<file path="src/rtl/intersection_scheduler.sv">
// Two-way intersection sequencer with latched crossing requests, min/max green and flashing-yellow fallback.
// Lamps are registered and decoded from the next state, so they change on the same cycle as phase; no backpressure.
module intersection_scheduler #(
  parameter int TICK_DIV     = 10,
  parameter int MIN_GREEN_MS = 5000,
  parameter int MAX_GREEN_MS = 20000,
  parameter int YELLOW_MS    = 2000,
  parameter int ALLRED_MS    = 1000,
  parameter int FLASH_MS     = 500
) (
  input  logic       CLK,
  input  logic       reset,
  input  logic       en,
  input  logic       req_a,
  input  logic       req_b,
  output logic       green_a,
  output logic       yellow_a,
  output logic       red_a,
  output logic       green_b,
  output logic       yellow_b,
  output logic       red_b,
  output logic [2:0] phase,
  output logic       pend_a,
  output logic       pend_b
);

  localparam int PW = (TICK_DIV > 1) ? $clog2(TICK_DIV) : 1;
  localparam logic [PW-1:0] PRESC_LAST = PW'(TICK_DIV - 1);
  localparam logic [15:0] MIN_G   = 16'(MIN_GREEN_MS);
  localparam logic [15:0] MAX_G   = 16'(MAX_GREEN_MS);
  localparam logic [15:0] YEL     = 16'(YELLOW_MS);
  localparam logic [15:0] ALLRED  = 16'(ALLRED_MS);
  localparam logic [15:0] FL_LAST = 16'(FLASH_MS - 1);

  typedef enum logic [2:0] {
    A_GRN = 3'd0,
    A_YEL = 3'd1,
    AR_AB = 3'd2,
    B_GRN = 3'd3,
    B_YEL = 3'd4,
    AR_BA = 3'd5,
    FLASH = 3'd6
  } state_t;

  state_t        state, nxt;
  logic [PW-1:0] presc;
  logic [15:0]   ms, ms_nxt, fcnt;
  logic          tick, fwrap, chg, flash_yel;
  logic          pa_nxt, pb_nxt, fy_nxt;

  assign phase = state;

  // Exit tests use the post-increment ms value so a D-ms state lasts exactly D*TICK_DIV cycles.
  assign tick   = (presc == PRESC_LAST);
  assign ms_nxt = (tick && ms != 16'hFFFF) ? ms + 16'd1 : ms;
  assign fwrap  = tick && (fcnt == FL_LAST);
  assign chg    = (nxt != state);

  always_comb begin
    nxt = state;
    if (!en) begin
      nxt = FLASH;
    end else begin
      case (state)
        A_GRN: if (ms_nxt >= MAX_G || (ms_nxt >= MIN_G && pend_b)) nxt = A_YEL;
        A_YEL: if (ms_nxt == YEL)    nxt = AR_AB;
        AR_AB: if (ms_nxt == ALLRED) nxt = B_GRN;
        B_GRN: if (ms_nxt >= MAX_G || (ms_nxt >= MIN_G && pend_a)) nxt = B_YEL;
        B_YEL: if (ms_nxt == YEL)    nxt = AR_BA;
        AR_BA: if (ms_nxt == ALLRED) nxt = A_GRN;
        default: nxt = AR_BA;
      endcase
    end
  end

  always_comb begin
    pa_nxt = pend_a;
    if (req_a && state != A_GRN) pa_nxt = 1'b1;
    if (nxt == A_GRN && state != A_GRN) pa_nxt = 1'b0;
    pb_nxt = pend_b;
    if (req_b && state != B_GRN) pb_nxt = 1'b1;
    if (nxt == B_GRN && state != B_GRN) pb_nxt = 1'b0;
    fy_nxt = flash_yel;
    if (chg) fy_nxt = 1'b1;
    else if (state == FLASH && fwrap) fy_nxt = ~flash_yel;
  end

  always_ff @(posedge CLK) begin
    if (reset) begin
      state     <= AR_BA;
      presc     <= '0;
      ms        <= '0;
      fcnt      <= '0;
      flash_yel <= 1'b1;
      pend_a    <= 1'b0;
      pend_b    <= 1'b0;
      green_a   <= 1'b0;
      yellow_a  <= 1'b0;
      red_a     <= 1'b1;
      green_b   <= 1'b0;
      yellow_b  <= 1'b0;
      red_b     <= 1'b1;
    end else begin
      state     <= nxt;
      pend_a    <= pa_nxt;
      pend_b    <= pb_nxt;
      flash_yel <= fy_nxt;
      if (chg) begin
        presc <= '0;
        ms    <= '0;
        fcnt  <= '0;
      end else begin
        presc <= tick ? '0 : presc + 1'b1;
        ms    <= ms_nxt;
        if (tick) fcnt <= fwrap ? 16'd0 : fcnt + 16'd1;
      end
      green_a  <= (nxt == A_GRN);
      yellow_a <= (nxt == A_YEL) || (nxt == FLASH && fy_nxt);
      red_a    <= (nxt == AR_AB) || (nxt == AR_BA) || (nxt == B_GRN) || (nxt == B_YEL);
      green_b  <= (nxt == B_GRN);
      yellow_b <= (nxt == B_YEL) || (nxt == FLASH && fy_nxt);
      red_b    <= (nxt == AR_AB) || (nxt == AR_BA) || (nxt == A_GRN) || (nxt == A_YEL);
    end
  end

endmodule

</file>
<file path="config.mk">
export PLATFORM = sky130hd
export DESIGN_NAME = intersection_scheduler
export DESIGN_NICKNAME = d
export VERILOG_FILES = /design/src/rtl/intersection_scheduler.sv
export SDC_FILE = /design/constraint.sdc
export NUM_CORES = 1
export LEC_CHECK = 0
export CORE_MARGIN = 2
export CORE_UTILIZATION = 35
export DETAILED_ROUTE_END_ITERATION = 10
export GPL_ROUTABILITY_DRIVEN = 0
export GPL_TIMING_DRIVEN = 0
export PLACE_DENSITY = 0.53
export RECOVER_POWER = 25
export SYNTH_ARGS = -nofsm -noshare
export SYNTH_HDL_FRONTEND = slang
export SYNTH_SLANG_ARGS = --single-unit
</file>
<file path="constraint.sdc">
create_clock -name CLK -period 9.24 [get_ports CLK]
set_input_delay 1.848 -clock CLK [delete_from_list [all_inputs] [get_ports CLK]]
set_output_delay 1.848 -clock CLK [all_outputs]
set_load 0.02 [all_outputs]
</file>
==> impl_metrics.ini <==
[worst_setup_path]
cp_max_fo = 8
r2r_slack_ns = 4.45
crit_path_start_kind = flop
critPathKind = reg -> reg
cp_data_required_time_ns = 9.43
cp.arrival_ns = 4.98
end_kind = flop

[clocking]
hold_buffers = 0
cts.root.buffer_cell = clkbuf_8
cts_tree = done
h-tree-depth = 2
cts.repair.resized = 0
cts_buffers = 5
cts.sinks = 48
insertion_delay_ns = 0.30
cts.path.max_buffers = 2
postCtsSetupBuffers = 0
clk_pin_slew_ns = 0.09

[grt]
grt_max_degree = 15
grt_pass1_wl_mm = 11.8
grt_pass1_vias = 2494
grt.total_usage = 0.164
grt_overflow_total = 0
antenna_found_initial = 0

[synthesis]
netlist_area_mm2 = 0.00288
post_synth_num_cell_types = 61
syn-num-nets = 357
synth-edff-count = 0
synth_common_cells = dfxtp_1 (48), nor2_1 (47), nor3_1 (23)
avgSynthCellArea_um2 = 8.29
synth.area.top_cells = dfxtp_1 (33%), nor2_1 (6.1%), xor2_1 (4.6%)
ys.flop_type = dfxtp_1
synth.most_common_cell = dfxtp_1
synth_warnings = 0
yosys.area.top_type = dfxtp_1
syn_inst = 348
yosysTopAreaCellShare = 0.333
synthArstFlopShare = 0
synth_seq_cells = 48
ys_seq_area_frac = 0.333

[placed_design]
hpwl_mm = 5.17
placed_cell_area_mm2 = 0.00317
io_buffers = 15

[drt]
viasPerCell = 5.49
wl_met2_mm = 3.22
routed.top_layer = met4
drc = 0
drt-wirelength-per-cell_um = 14.6
routed_wirelength_mm = 6.94
dr.pass1.iters = 4
dr_wl_met3_um = 278
met1Wirelength_mm = 3.35
postRouteAntennaNets = 0
drt-initial-drc-count = 77
vias = 2615

[timing]
maxSlewHeadroom = 0.0754
post-route-period-util = 0.518
maxSlewViolCount = 0
min_period_ns = 4.79
worst_pin_slew_ns = 1.37
max_freq_ghz = 0.209
rsz0062_at_grt = false
skew_ns = 0.00782
finalSetupViolations = 0
finalSetupTns_ns = 0
hold_viol = 0

[floorplan]
start_util = 0.356
dieArea_mm2 = 0.00898
die_height_um = 94.8
std_cell_rows = 33
core_area_mm2 = 0.00809
die_w_um = 94.8
io_pins = 16

[cells_and_area]
area_growth_pct = 12.8
drive_gt1_frac = 0.0809
fin_area_mm2 = 0.00325
nets = 379
post-route-util = 0.402
num_antenna_cells = 0

[outcome]
status = finished, final reports clean

[pwr]
power.density_mw_per_mm2 = 115
leakagePower_nw = 1.10
vdd_drop_max_mv = 0.0583
finalPower_uw = 373

[run]
maxCapViolCount = 0

[hold_path]
hold_class = reg -> reg
[through the flow]
step | setup WS [ns] | cells | hold slack, ns
4_1_cts | 4.89 | 476 | 0.507
2_1_floorplan | 5.72 | 348 | 0.457
5_1_grt | 3.94 | 476 | 0.534
3_5_place_dp | 4.93 | 468 | 0.495
6_report | 4.45 | 476 | 0.501
3_3_place_gp | 4.92 | 468 | 0.484
[cells by family after synthesis]
family / count (synthesis) / share of synthesized area
fa+ha+maj: 4 / 0.0174
compound gates: 51 / 0.137
buf+inv: 27 / 0.0447
mux: 7 / 0.0291
flops: 48 / 0.333
simple gates: 185 / 0.360
xor+xnor: 26 / 0.0790
[state kept, by name, indices dropped and copies added (netlist names), 3 cells and up]
register	cells
fcnt	16
ms	16
phase	3
presc	4
[power breakdown]
group | switching, mW | total [mW] | internal [mW]
registers | 0.00172 | 0.211 | 0.210
logic | 0.0171 | 0.0298 | 0.0127
clock network | 0.0709 | 0.132 | 0.0610
total | 0.0897 | 0.373 | 0.283
[worst max-delay path, cell delays in order, from the launching register on]
cell and delay [ns]:
dfxtp_1 0.44, ha_1 0.30, nand4_1 0.34, nor4_1 1.20, nor3b_1 0.25, mux2i_1 0.25
nor4_1 0.41, o211ai_1 0.21, and4_1 0.24, o21ai_0 0.58, inv_1 0.10, a2111oi_1 0.38
[final timing paths]
| check | startpoint | cells past startpoint | end |
|---|---|---|---|
| hold reg to reg | presc[0] | 1 | presc[0] |
| setup / recovery | ms[0] | 11 | yellow_b |
| setup reg to reg | ms[0] | 11 | yellow_b |
| hold / removal | presc[0] | 1 | presc[0] |
[metal layers]
| metal | GRT usage | vias to the layer above |
|---|---|---|
| met2 | 0.272 | 54 |
| met3 | 0.0287 | 6 |
| met5 | 0 | - |
| li1 | - | 1326 |
| met4 | 0.0471 | 0 |
| met1 | 0.219 | 1229 |
[final cells by class]
type                    count  area (um2)
fillers                   866        4840
multi-input cells         273        1790
flip-flops and latches     48         961
repair buffers             15         150
well taps                 105         131
plain buffers              17        91.3
clock buffers               7        86.3
inverters                  10        37.5
clock inverters             1        7.51
[cells in the final DEF (no fill, tap or decap), types with 6 or more instances in the layout]
cell,instances
nor4_1,9
nand2_1,22
nand3_1,16
clkbuf_1,11
dfxtp_1,48
xnor2_1,11
inv_1,10
clkbuf_8,6
nor3_1,23
a21oi_1,10
and3_1,11
nand4_1,13
or4_1,6
nor2_1,47
xor2_1,15
dlygate4sd3_1,11
o21ai_0,7
(Power assumes the default switching activity.)
